File: config.mk
export PLATFORM = sky130hd
export DESIGN_NAME = gcd_param_flat
export DESIGN_NICKNAME = d
export VERILOG_FILES = /design/src/rtl/gcd_param_if.sv /design/src/rtl/gcd_param.sv /design/src/flat_wrapper.sv
export SDC_FILE = /design/constraint.sdc
export NUM_CORES = 1
export LEC_CHECK = 0
export CORE_AREA = 4 4 90 108
export DETAILED_ROUTE_END_ITERATION = 16
export DIE_AREA = 0 0 94 112
export GPL_ROUTABILITY_DRIVEN = 0
export SLEW_MARGIN = 20
export SYNTH_ARGS = -nofsm -noshare
export SYNTH_HDL_FRONTEND = slang
export SYNTH_SLANG_ARGS = --single-unit
export TNS_END_PERCENT = 1
File: constraint.sdc
create_clock -name clock -period 7.7 [get_ports clock]
set_input_delay 1.54 -clock clock [delete_from_list [all_inputs] [get_ports clock]]
set_output_delay 1.54 -clock clock [all_outputs]
set_load 0.05 [all_outputs]
File: src/rtl/gcd_param_if.sv
// gcd_param_if -- operand/result handshake bundle for gcd_param.
//   slave  : seen by the GCD engine (takes operands, produces the result)
//   master : seen by the producer/consumer driving the engine
// Signals:
//   io_in_valid/io_in_ready   operand pair handshake (io_in_a, io_in_b, io_in_mode)
//   io_abort                  cancel the computation in progress
//   io_out_valid/io_out_ready result handshake (io_out_gcd, io_out_cycles)
//   io_busy                   engine is computing or holding a result
interface gcd_param_if #(
  parameter int WIDTH = 8,
  parameter int CNT_W = 16
);
  logic             io_in_valid;
  logic             io_in_ready;
  logic [WIDTH-1:0] io_in_a;
  logic [WIDTH-1:0] io_in_b;
  logic             io_in_mode;
  logic             io_abort;
  logic             io_out_valid;
  logic             io_out_ready;
  logic [WIDTH-1:0] io_out_gcd;
  logic [CNT_W-1:0] io_out_cycles;
  logic             io_busy;

  modport slave (
    input  io_in_valid, io_in_a, io_in_b, io_in_mode, io_abort, io_out_ready,
    output io_in_ready, io_out_valid, io_out_gcd, io_out_cycles, io_busy
  );

  modport master (
    output io_in_valid, io_in_a, io_in_b, io_in_mode, io_abort, io_out_ready,
    input  io_in_ready, io_out_valid, io_out_gcd, io_out_cycles, io_busy
  );
endinterface

File: src/rtl/gcd_param.sv
// gcd_param -- multi-cycle GCD engine, subtractive Euclid (mode 0) or
// binary Stein (mode 1), one operation in flight at a time.
// Ports:
//   clock  rising-edge clock
//   reset  asynchronous, active-low reset
//   io     gcd_param_if.slave: operand handshake, abort, result handshake,
//          saturating RUN-cycle count and busy flag
// Flow: IDLE accepts an operand pair, RUN iterates one step per cycle
// (counting every RUN cycle, including the terminating one), DONE holds the
// result until the consumer takes it. Abort in RUN drops back to IDLE.
module gcd_param #(
  parameter int WIDTH = 8,
  parameter int CNT_W = 16
) (
  input  logic        clock,
  input  logic        reset,
  gcd_param_if.slave  io
);
  // Shift count for common factors of two removed in binary mode.
  localparam int KW = $clog2(WIDTH) + 1;

  typedef enum logic [1:0] {IDLE, RUN, DONE} state_t;

  state_t           state_q, state_d;
  logic [WIDTH-1:0] x_q, x_d;
  logic [WIDTH-1:0] y_q, y_d;
  logic [KW-1:0]    k_q, k_d;
  logic             mode_q, mode_d;
  logic [CNT_W-1:0] cnt_q, cnt_d;
  logic [WIDTH-1:0] res_q, res_d;

  logic [WIDTH-1:0] diff_xy;
  logic [WIDTH-1:0] diff_yx;

  // NOTE: every register, datapath included, is cleared by reset so the
  // outputs show defined values while reset is held.
  always_ff @(posedge clock or negedge reset) begin
    if (!reset) begin
      state_q <= IDLE;
      x_q     <= '0;
      y_q     <= '0;
      k_q     <= '0;
      mode_q  <= 1'b0;
      cnt_q   <= '0;
      res_q   <= '0;
    end else begin
      // NOTE: non-blocking assignments so every register samples the
      // values computed for this edge, independent of statement order.
      state_q <= state_d;
      x_q     <= x_d;
      y_q     <= y_d;
      k_q     <= k_d;
      mode_q  <= mode_d;
      cnt_q   <= cnt_d;
      res_q   <= res_d;
    end
  end

  assign diff_xy = x_q - y_q;
  assign diff_yx = y_q - x_q;

  always_comb begin
    // NOTE: every output of this block gets a default first, so no path
    // leaves a variable unassigned and no latch is inferred.
    state_d = state_q;
    x_d     = x_q;
    y_d     = y_q;
    k_d     = k_q;
    mode_d  = mode_q;
    cnt_d   = cnt_q;
    res_d   = res_q;

    unique case (state_q)
      IDLE: begin
        if (io.io_in_valid) begin
          x_d     = io.io_in_a;
          y_d     = io.io_in_b;
          mode_d  = io.io_in_mode;
          k_d     = '0;
          cnt_d   = '0;
          state_d = RUN;
        end
      end

      RUN: begin
        if (cnt_q != {CNT_W{1'b1}}) begin
          cnt_d = cnt_q + 1'b1;
        end
        if (io.io_abort) begin
          // Abort beats termination: nothing is published.
          state_d = IDLE;
        end else if (x_q == '0 || y_q == '0) begin
          // The nonzero operand (or zero) is the odd part; restore 2^k.
          res_d   = (x_q | y_q) << k_q;
          state_d = DONE;
        end else if (!mode_q) begin
          if (x_q > y_q) x_d = diff_xy;
          else           y_d = diff_yx;
        end else begin
          if (!x_q[0] && !y_q[0]) begin
            x_d = x_q >> 1;
            y_d = y_q >> 1;
            k_d = k_q + 1'b1;
          end else if (!x_q[0]) begin
            x_d = x_q >> 1;
          end else if (!y_q[0]) begin
            y_d = y_q >> 1;
          end else if (x_q >= y_q) begin
            // Difference of two odd numbers is even; halve it right away.
            x_d = diff_xy >> 1;
          end else begin
            y_d = diff_yx >> 1;
          end
        end
      end

      DONE: begin
        if (io.io_out_ready) state_d = IDLE;
      end

      default: state_d = IDLE;
    endcase
  end

  assign io.io_in_ready   = (state_q == IDLE);
  assign io.io_out_valid  = (state_q == DONE);
  assign io.io_busy       = (state_q == RUN) || (state_q == DONE);
  assign io.io_out_gcd    = res_q;
  assign io.io_out_cycles = cnt_q;
endmodule
File: src/flat_wrapper.sv
// flat-port wrapper written by rule: the top's interface ports become plain ports
module gcd_param_flat 
#(
  parameter int WIDTH = 8,
  parameter int CNT_W = 16
)
  (clock, reset, io_io_in_valid, io_io_in_a, io_io_in_b, io_io_in_mode, io_io_abort, io_io_out_ready, io_io_in_ready, io_io_out_valid, io_io_out_gcd, io_io_out_cycles, io_io_busy);
  gcd_param_if #(.WIDTH(WIDTH), .CNT_W(CNT_W)) io_i ();
  input  logic clock;
  input  logic reset;
  input wire logic [$bits(io_i.io_in_valid)-1:0] io_io_in_valid;
  input wire logic [$bits(io_i.io_in_a)-1:0] io_io_in_a;
  input wire logic [$bits(io_i.io_in_b)-1:0] io_io_in_b;
  input wire logic [$bits(io_i.io_in_mode)-1:0] io_io_in_mode;
  input wire logic [$bits(io_i.io_abort)-1:0] io_io_abort;
  input wire logic [$bits(io_i.io_out_ready)-1:0] io_io_out_ready;
  output wire logic [$bits(io_i.io_in_ready)-1:0] io_io_in_ready;
  output wire logic [$bits(io_i.io_out_valid)-1:0] io_io_out_valid;
  output wire logic [$bits(io_i.io_out_gcd)-1:0] io_io_out_gcd;
  output wire logic [$bits(io_i.io_out_cycles)-1:0] io_io_out_cycles;
  output wire logic [$bits(io_i.io_busy)-1:0] io_io_busy;
  assign io_i.io_in_valid = io_io_in_valid;
  assign io_i.io_in_a = io_io_in_a;
  assign io_i.io_in_b = io_io_in_b;
  assign io_i.io_in_mode = io_io_in_mode;
  assign io_i.io_abort = io_io_abort;
  assign io_i.io_out_ready = io_io_out_ready;
  assign io_io_in_ready = io_i.io_in_ready;
  assign io_io_out_valid = io_i.io_out_valid;
  assign io_io_out_gcd = io_i.io_out_gcd;
  assign io_io_out_cycles = io_i.io_out_cycles;
  assign io_io_busy = io_i.io_busy;
  gcd_param #(.WIDTH(WIDTH), .CNT_W(CNT_W)) u_core (.clock(clock), .reset(reset), .io(io_i));
endmodule
# == Word level (Yosys, flattened, before mapping) ==
# Cells that the tools add are included.
# totals
ff_bits,47
word_cells,87
in_bits,22
out_inout_bits,27
# op_classes
n_reduce_logical,18
bitwise_logic,2
n_addsub,4
magnitude_cmp,2
n_eq_ne,17
shift,1
muxes,34
# op_table
cell,n
$mux 8,18
$mux 16,2
$pmux 16 s2,1
$pmux 8 s2,2
$mux 4,5
$add 16x1->16 const B,1
$logic_not 8->1,2
$ne 16x16->1 const B,1
$sub 8x8->8,2
$ne 5x5->1 const B,3
$reduce_and 7->1,2
$reduce_and 6->1,2
$reduce_and 3->1,3
$ge 8x8->1,1
$gt 8x8->1,1
$mux 2,4
$ne 2x2->1 const B,4
$or 8x8->8,1
$pmux 4 s2,1
$shl 8x4->8,1
$ne 2x1->1 const B,3
$ne 3x2->1 const B,2
$pmux 2 s3,1
$reduce_and 5->1,1
12 further kinds,14

# == Longest topological paths before layout ==
# Gate-level depths: netlist of run 1.
# depth
depth_word,9
mapped_depth,12
ltp_nobuf,10

# == Least setup slack after synthesis of run 1 ==
# Ideal clock, no wire load.
# synth_path
path_type,input port to flip-flop
start,input io_io_in_valid
end,register u_core.x_q[2]
setup_ps,73
slack_ps,4916
path_stages,8
path_buffers,1
arrival_ps,2711
cell_sequence,nand2_1 nor2_1 a41oi_1 nand3b_1 a31oi_4 buf_6 nor2_1 a21oi_2
# synth_between
elab_chain_cells,2
# synth_lines
item,line,text
from (decl),flat_wrapper.sv:11,input wire logic [$bits(io_i.io_in_valid)-1:0] io_io_in_valid;
$ne 2x2->1 (no source line),-,
$reduce_and 7->1 (no source line),-,
to (signal assigned),gcd_param.sv:40,x_q <= '0;
to (signal assigned),gcd_param.sv:50,x_q <= x_d;
to (decl),gcd_param.sv:25,"logic [WIDTH-1:0] x_q, x_d;"
# No other way between the ends.
# A chain may end at the register's enable or synchronous reset.

# == Worst setup path after layout of run 1 ==
# layout_path
start,input io_io_in_valid
end,register u_core.x_q[6]
# The elaborated chain is that of the path after synthesis.

==> metrics.md, run 1 <==
| Metric | Value |
|---|---|
| Status | `completed` |
| Share of layout cells above drive strength 1 | `0.08120` |
| XOR/XNOR share of the synthesized area | `0.05157` |
| Synth area leaders | `dfrtp_1, ha_1, nand2_1` |
| I/O Pins | `49` |
| H-Tree Depth | `2` |
| HPWL after DPL | `7.250 mm` |
| Hold_buf cts | `0` |
| Row Count | `37` |
| Hold Crit Class | `reg -> reg` |
| Peak VDD IR | `295.1 uV` |
| Global Route Usage Sum | `0.1923` |
| Final Util | `0.5070` |
| Sequential fraction of the synthesis area | `0.3148` |
| Mean area per synthesized cell | `8.628 sq um` |
| Multiplexer share of the synthesized area | `0.04421` |
| Synth unique cells | `68` |
| Initial antenna violation count | `0` |
| Area Overhead vs Synth | `16.85%` |
| Worst Path Max Fanout | `14` |
| Final setup TNS | `0 ps` |
| Post-Synth Simple-Gate Area | `0.1926` |
| First-pass GRT wire length | `16.41 mm` |
| Clk slew on worst S/H paths | `90 ps` |
| Vias in the first global route | `3,350` |
| Fmax | `262.4 MHz` |
| Clock Skew | `10.51 ps` |
| Post-DR vias/cell | `5.571` |
| Die W | `94 um` |
| CTS buffer count | `5` |
| Drc violations | `0` |
| Largest net degree at the start of global routing | `48` |
| Adder-cell share of the synthesized area | `0.1045` |
| Die Footprint | `10,530 sq um` |
| Number of setup buffers added after CTS | `0` |
| Hold depth | `2` |
| Clk sinks | `47` |
| Finish-stage setup viols | `0` |
| DR pass1 iterations | `4` |
| ANT nets after route | `0` |
| Async SR Flop Fraction | `1.000` |
| CP endpoint kind | `flop` |
| Hold EP | `u_core.io.io_out_gcd[1]` |
| Yosys reg bits | `47` |
| Mapped Area | `3736 sq um` |
| Worst-Margin Slew | `969.8 ps` |
| Startpoint Class | `primary input` |
| Worst Setup Path Type | `in -> reg` |
| Final min period | `3811 ps` |
| GR Overflow Total | `0` |
| CTS tree | `done` |
| R2R depth | `10` |
| Dpl cell area | `4250 sq um` |
| WP data required | `7930 ps` |
| Post-CTS sizing | `0` |
| Vias | `3,259` |
| Mapped Nets | `485` |
| Vert. Die Dim | `112 um` |
| Crit path DAT | `4040 ps` |
| Drt total wl | `9.624 mm` |
| Max-cap viol count | `0` |
| Initial Util | `0.4339` |
| Syn. warnings | `0` |
| Bufs on Longest Clock Path | `2` |
| Layout Nets | `519` |
| # fillers | `830` |
| Core area | `8611 sq um` |
| Antenna cell count | `0` |
| Share of the synthesized area in the top cell type | `0.3148` |
| RSZ-0062 raised after global routing | `no` |
| Compound-cell area share of the yosys netlist | `0.2284` |
| Area leader, netlist | `dfrtp_1` |
| Finished Cell Area | `4365 sq um` |
| Reg2reg setup slack | `4800 ps` |
| Leakage | `1.850 nW` |
| RR Startpoint | `u_core.x_q[0]` |
| Number of synthesized flops with an enable pin | `0` |
| Power Density | `464.9 nW/um^2` |
| Syn Inst Count | `433` |
| Slew Limit Fails | `0` |
| Starting DRT DRC Count | `148` |
| Clk root buf | `clkbuf_8` |
| Worst slew margin | `0.3511` |
| Final cycle utilization of the critical path | `0.4950` |
| Main combinational cell family by area after synthesis | `compound AO/OA/AOI/OAI gates` |
| Worst hold start | `u_core.io.io_out_gcd[1]` |
| Input/output buffers | `48` |
| Top FF cell, synth | `dfrtp_1` |
| Clock Latency Late Sink | `310 ps` |
| Min Hold Slack | `483.2 ps` |
| Final Hold Vio Count | `0` |
| Wire length per cell | `16.45 um` |
| Worst r2r dst | `u_core.x_q[6]` |
## kinds of logic after synthesis
logic type / count (synthesis)
buffers and inverters: 55
xor gates and xnor gates: 22
muxes: 12
and+or+nand+nor: 148
adders and majority gates: 30
DFF: 47
AOI/OAI and AO/OA: 119
## cells in the final DEF (no fill, tap or decap), types with 3 or more instances in the layout
master	n
a31oi_1	9
o21a_1	3
a21oi_1	26
clkbuf_8	5
mux2i_1	3
o211ai_1	4
o22ai_1	3
nand3_1	13
inv_1	32
mux4_2	3
mux2_2	6
o221ai_1	8
nand2_1	51
nand4_1	4
xor2_1	10
nor4_1	5
clkdlybuf4s50_1	47
nand2b_1	7
a21o_1	3
nor3_1	3
o311ai_1	3
dfrtp_1	47
a211oi_1	3
a22oi_1	3
nor2b_1	7
o21ai_0	23
nor2_1	42
o41ai_1	3
o21bai_1	3
xnor2_1	12
ha_1	28
o31ai_1	3
## cell type report
| type | count | area [sq um] | area share |
|---|---|---|---|
| clock buffers | 5 | 68.82 | 0.01576 |
| well taps | 117 | 146.4 | 0.03353 |
| repair buffers | 49 | 485.5 | 0.1112 |
| clock inverters | 3 | 43.79 | 0.01003 |
| flip-flops and latches | 47 | 1176 | 0.2694 |
| inverters | 33 | 123.9 | 0.02837 |
| multi-input cells | 331 | 2321 | 0.5317 |
## where the power goes
group	leakage, nW	internal [W]	switching, W
registers	0.609	0.000320	0.000123
logic	1.18	0.000530	0.000871
clock network	0.0581	0.0000968	0.0000892
## synth_stat cells, types with 3 or more instances
cell,count
o211ai_1,4
o31ai_1,3
nand2b_1,7
o221ai_1,8
buf_6,3
mux4_2,3
mux2_2,6
a211oi_1,3
a21oi_1,26
nor3_1,3
o21ai_0,23
dfrtp_1,47
nor4_1,5
a21o_1,3
clkbuf_1,11
nand2_1,51
nor2_1,42
mux2i_1,3
o22ai_1,3
ha_1,28
o21bai_1,3
nand4_1,4
a22oi_1,3
nand3_1,13
o311ai_1,3
nor2b_1,7
o21a_1,3
a31oi_1,9
buf_2,5
inv_1,32
o41ai_1,3
xnor2_1,12
xor2_1,10
## metrics by stage
stage	setup WS, ps	std cells	power [W]
after floorplan	4916	433	0.001532
after global placement	3642	577	0.001812
after detailed placement	3553	577	0.001834
after CTS	3844	585	0.002028
after global routing	3657	585	0.002202
final	3889	585	0.002029
## registers in the layout, indices dropped and copies added (netlist names)
register,flops
u_core.k_q,4
u_core.x_q,8
u_core.io.io_out_cycles,16
u_core.state_q,2
u_core.y_q,8
u_core.mode_q,1
u_core.io.io_out_gcd,8
## worst max-delay path, cell delays in order
cell and delay (ps):
clkdlybuf4s50_1 480, nand2_1 100, nor2_1 750, a41oi_1 210
nand3b_1 330, a31oi_4 410, nor2_1 80, a31oi_1 140
## how the worst max path moves through the flow
stage	start	to	depth (start not counted)
final	io_io_in_valid	u_core.x_q[6]	8
after floorplan	io_io_in_valid	u_core.x_q[2]	8
after CTS	io_io_in_valid	u_core.x_q[6]	8
after detailed placement	io_io_in_valid	u_core.x_q[6]	8
after global placement	io_io_in_valid	u_core.x_q[4]	8
after global routing	io_io_in_valid	u_core.x_q[3]	8
## per-layer routing
metal,GRT usage,up-vias,part of all wire
li1,-,1602,-
met1,0.2366,1570,0.44
met2,0.3368,69,0.50
met3,0.01959,18,0.033
met4,0.08092,0,0.027
met5,0,-,0
Note: power is estimated with default switching activity, not from simulation.
==> run 2, diff against run 1 <==
--- a/config.mk
+++ b/config.mk
@@ -9,6 +9,7 @@
 export DETAILED_ROUTE_END_ITERATION = 16
 export DIE_AREA = 0 0 94 112
 export GPL_ROUTABILITY_DRIVEN = 0
+export PLACE_DENSITY = 0.67
 export SLEW_MARGIN = 20
 export SYNTH_ARGS = -nofsm -noshare
 export SYNTH_HDL_FRONTEND = slang
==> constraint.sdc (replaced) <==
create_clock -name clock -period 3.15 [get_ports clock]
set_input_delay 0.63 -clock clock [delete_from_list [all_inputs] [get_ports clock]]
set_output_delay 0.63 -clock clock [all_outputs]
set_load 0.05 [all_outputs]
==> run 2 against run 1 <==
Net effect:
- clock power grew to 2.5 times the previous value
- sequential share of layout area shrank 0.35 points
- clock skew grew 0.83 ps
- via count grew 2.6%
- critical endpoint is now u_core.x_q[4]
- core utilization grew 0.67 points
- combinational power grew to 2.6 times the previous value
- wire length grew 3.1%
- global-route usage grew 0.23 points
- register-to-register slack lost 4400 ps
- critical path type is now reg -> reg
- highest routed layer unchanged
==> metrics.md, run 2 (synthesis gave the netlist of run 1 again) <==
| Metric | Value |
|---|---|
| Cell count along the critical path | `9` |
| Core area | `8611 sq um` |
| Bufs on Longest Clock Path | `2` |
| Leakage | `1.888 nW` |
| CTS buffer count | `5` |
| Area Overhead vs Synth | `18.39%` |
| Most frequent cells in the layout | `nand2_1, clkdlybuf4s50_1, dfrtp_1` |
| Startpoint Class | `flop` |
| Post-DR vias/cell | `5.639` |
| Hold_buf cts | `0` |
| Initial antenna violation count | `0` |
| Hold Crit Class | `in -> async` |
| R2R depth | `9` |
| Initial Util | `0.4339` |
| Vias | `3,344` |
| Top Usage Layer GRT | `met2` |
| Worst path slowest cell | `dfrtp_1` |
| ANT nets after route | `0` |
| Worst Setup Path Type | `reg -> reg` |
| Clock Skew | `11.33 ps` |
| CP endpoint kind | `flop` |
| Worst-Margin Slew | `700.4 ps` |
| GRT met3 Usage | `0.02635` |
| Number of setup buffers added after CTS | `0` |
| Max reg flops | `16` |
| Largest net degree at the start of global routing | `27` |
| First-pass GRT wire length | `16.58 mm` |
| Clock Latency Late Sink | `310 ps` |
| H-Tree Depth | `2` |
| WP data required | `3390 ps` |
| CP cell instances | `ha_1, fa_1, o21bai_2, a21oi_1, o2111ai_1, nand3b_1, a31oi_4, nor2_1, a31oi_1` |
| Final Hold Vio Count | `0` |
| Slew Limit Fails | `0` |
| Status | `completed` |
| Row Count | `37` |
| DR pass1 iterations | `4` |
| Min Hold Slack | `307.1 ps` |
| Cell family with most CP delay | `compound AO/OA/AOI/OAI gates` |
| # fillers | `847` |
| Worst slew margin | `0.5314` |
| Global Route Usage Sum | `0.1945` |
| Fmax | `367.4 MHz` |
| Wire length per cell | `16.73 um` |
| Buf+Inv Stages, Crit Path | `0` |
| Starting DRT DRC Count | `140` |
| GR Overflow Total | `0` |
| RSZ-0062 raised after global routing | `no` |
| Clk sinks | `47` |
| Finish-stage setup viols | `0` |
| Clk slew on worst S/H paths | `100 ps` |
| Peak VDD IR | `770.8 uV` |
| I/O Pins | `49` |
| Max-cap viol count | `0` |
| Total power | `0.005097 W` |
| Dpl cell area | `4310 sq um` |
| Antenna cell count | `0` |
| Power Density | `1152 nW/um^2` |
| Vias in the first global route | `3,355` |
| Drt total wl | `9.922 mm` |
| Final cycle utilization of the critical path | `0.8640` |
| Drc violations | `0` |
| Clk root buf | `clkbuf_8` |
| Die Footprint | `10,530 sq um` |
| CTS tree | `done` |
| GRT met1 Usage | `0.2468` |
| Final setup TNS | `0 ps` |
| Share of layout cells above drive strength 1 | `0.09664` |
| Final Util | `0.5137` |
| Commonest non-fill, non-tap cell in the layout | `nand2_1` |
| Grt met2 use | `0.3311` |
| Final min period | `2722 ps` |
| Post-CTS sizing | `0` |
| Vert. Die Dim | `112 um` |
| Worst Path Max Fanout | `14` |
| Die W | `94 um` |
| CP max stage delay | `490 ps` |
| Layout Nets | `527` |
| Crit path DAT | `2960 ps` |
| Input/output buffers | `48` |
| Finished Cell Area | `4423 sq um` |
| HPWL after DPL | `7.615 mm` |
run 2: final timing paths:
| check | to | start | slack, ps |
|---|---|---|---|
| worst max-delay path | u_core.x_q[4] | u_core.y_q[0] | 430 |
| max in group asynchronous | u_core.io.io_out_cycles[1] | reset | 2110 |
| worst min register to register | u_core.io.io_out_gcd[2] | u_core.io.io_out_gcd[2] | 480 |
| worst min-delay path | u_core.y_q[7] | reset | 310 |
| worst max register to register | u_core.x_q[4] | u_core.y_q[0] | 430 |
| min in group clock | u_core.io.io_out_gcd[2] | u_core.io.io_out_gcd[2] | 480 |
run 2: power by group:
group	internal [W]	switching [W]	total (W)
Combinational	0.00136	0.00221	0.00357
Sequential	0.000782	0.000279	0.00106
Clock	0.000237	0.000228	0.000465
run 2: area by class of cell:
class	instances	area [sq um]	share of cell area
multi-input combinational	331	2321	0.5248
sequential	47	1176	0.2659
timing repair buffer	57	543.0	0.1228
tap	117	146.4	0.03310
inverter	33	123.9	0.02801
clock buffer	5	68.82	0.01556
clock inverter	3	43.79	0.009901
run 2: per-layer routing:
metal / vias to the layer above / wire, um
met4: 0 / 294
met3: 26 / 486
met2: 100 / 4882
met5: - / 0
li1: 1618 / -
met1: 1600 / 4258
run 2: through the flow:
stage / setup WS (ps) / instances
global placement: 547.7 / 585
CTS: 452.8 / 593
finish: 428.4 / 593
floorplan: 733.3 / 433
global route: 240.8 / 593
detailed placement: 469.3 / 585
==> run 3, diff against run 2 <==
--- a/config.mk
+++ b/config.mk
@@ -9,7 +9,7 @@
 export DETAILED_ROUTE_END_ITERATION = 16
 export DIE_AREA = 0 0 94 112
 export GPL_ROUTABILITY_DRIVEN = 0
-export PLACE_DENSITY = 0.67
+export PLACE_DENSITY_LB_ADDON = 0.25
 export SLEW_MARGIN = 20
 export SYNTH_ARGS = -nofsm -noshare
 export SYNTH_HDL_FRONTEND = slang
==> run 3 against run 2 <==
Net effect:
- maximum frequency rose by 0.65%
- die area did not move
- wire length fell by 3.0%
- clock skew fell by 5.2 ps
- cell count fell by 0.67%
- non-clock buffer count fell by 4
- critical endpoint is now u_core.x_q[3]
- sequential power barely moved
- critical path type unchanged
- sequential share of layout area rose by 0.25 points
- register-to-register slack improved by 20 ps
==> metrics.md, run 3 (synthesis gave the netlist of run 1 again) <==
| Metric | Value |
|---|---|
| Status | `completed` |
| First-pass GRT wire length | `16.31 mm` |
| Clk sinks | `47` |
| GRT met3 Usage | `0.02568` |
| Power Density | `1130 nW/um^2` |
| DR pass1 iterations | `4` |
| Finish-stage setup viols | `0` |
| Worst Setup Path Type | `reg -> reg` |
| CTS tree | `done` |
| Global Route Usage Sum | `0.1890` |
| Leakage | `1.859 nW` |
| Initial antenna violation count | `0` |
| Die W | `94 um` |
| I/O Pins | `49` |
| Startpoint Class | `flop` |
| Peak VDD IR | `662.0 uV` |
| Post-DR vias/cell | `5.618` |
| Largest net degree at the start of global routing | `48` |
| Min Hold Slack | `328.6 ps` |
| Worst-Margin Slew | `728.7 ps` |
| H-Tree Depth | `2` |
| Most frequent cells in the layout | `nand2_1, clkdlybuf4s50_1, dfrtp_1` |
| Vias in the first global route | `3,317` |
| Finished Cell Area | `4382 sq um` |
| Antenna cell count | `0` |
| Max-cap viol count | `0` |
| Area Overhead vs Synth | `17.28%` |
| CTS buffer count | `5` |
| Final setup TNS | `0 ps` |
| Grt met2 use | `0.3264` |
| GRT met1 Usage | `0.2421` |
| Post-CTS sizing | `0` |
| Hold_buf cts | `0` |
| Die Footprint | `10,530 sq um` |
| Area of the multi-input gates | `2321 sq um` |
| Drc violations | `0` |
| Clock Skew | `6.178 ps` |
| Clk root buf | `clkbuf_8` |
| CP endpoint kind | `flop` |
| Worst slew margin | `0.5126` |
| Final cycle utilization of the critical path | `0.8585` |
| Clk slew on worst S/H paths | `100 ps` |
| Commonest non-fill, non-tap cell in the layout | `nand2_1` |
| RSZ-0062 raised after global routing | `no` |
| WP data required | `3380 ps` |
| Final Hold Vio Count | `0` |
| Fmax | `369.8 MHz` |
| Crit path DAT | `2940 ps` |
| Number of setup buffers added after CTS | `0` |
| GR Overflow Total | `0` |
| Hold Crit Class | `in -> async` |
| Top Usage Layer GRT | `met2` |
| Vert. Die Dim | `112 um` |
| Worst Path Max Fanout | `14` |
| Share of layout cells above drive strength 1 | `0.08898` |
| Initial Util | `0.4339` |
| Drt total wl | `9.627 mm` |
| Bufs on Longest Clock Path | `2` |
| Layout Nets | `523` |
| Row Count | `37` |
| HPWL after DPL | `7.190 mm` |
| Wire length per cell | `16.34 um` |
| Dpl cell area | `4280 sq um` |
| FF/Latch Area | `1176 sq um` |
| Input/output buffers | `48` |
| Clock Latency Late Sink | `310 ps` |
| Core area | `8611 sq um` |
| ANT nets after route | `0` |
| # fillers | `840` |
| Slew Limit Fails | `0` |
| Final min period | `2704 ps` |
| Max reg flops | `16` |
| Vias | `3,309` |
| Starting DRT DRC Count | `182` |
-- run 3: cell type report --
class,instances,area share
timing repair buffer,53,0.1176
clock buffer,6,0.01885
sequential,47,0.2684
inverter,33,0.02827
tap,117,0.03341
multi-input combinational,331,0.5297
clock inverter,2,0.003712
-- run 3: worst max-delay path, stage by stage, from the launching register on --
cell and delay (ps):
dfrtp_1 490, ha_1 270, fa_1 420, o21bai_2 200
a21oi_1 140, o2111ai_1 260, nand3b_1 210, a31oi_4 410
nor2_1 80, a31oi_1 150
-- run 3: stage by stage --
| stage | setup WS, ps | cells | power (W) | util |
|---|---|---|---|---|
| floorplan | 733.3 | 433 | 0.003744 | - |
| global placement | 539.8 | 581 | 0.004452 | 0.4971 |
| detailed placement | 478.0 | 581 | 0.004497 | 0.4971 |
| CTS | 470.5 | 589 | 0.004926 | 0.5086 |
| global route | 239.1 | 589 | 0.005380 | 0.5089 |
| finish | 445.8 | 589 | 0.004950 | 0.5089 |
-- run 3: worst paths after layout --
check / startpoint / to / slack [ps] / cells past startpoint
max in group asynchronous: reset / u_core.mode_q / 2410 / 1
hold / removal: reset / u_core.io.io_out_gcd[4] / 330 / 1
setup / recovery: u_core.y_q[0] / u_core.x_q[3] / 450 / 9
min in group clock: u_core.io.io_out_gcd[2] / u_core.io.io_out_gcd[2] / 480 / 2
hold reg to reg: u_core.io.io_out_gcd[2] / u_core.io.io_out_gcd[2] / 480 / 2
setup reg to reg: u_core.y_q[0] / u_core.x_q[3] / 450 / 9
-- run 3: per-layer routing --
metal | up-vias | part of all wire
met1 | 1591 | 0.43
li1 | 1605 | -
met3 | 20 | 0.044
met5 | - | 0
met4 | 0 | 0.022
met2 | 93 | 0.51
-- run 3: power breakdown --
part / switching, W / leakage (nW) / total [W] / internal (W)
combinational: 0.00215 / 1.20 / 0.00347 / 0.00133
sequential: 0.000279 / 0.609 / 0.00106 / 0.000782
clock: 0.000234 / 0.0474 / 0.000414 / 0.000180
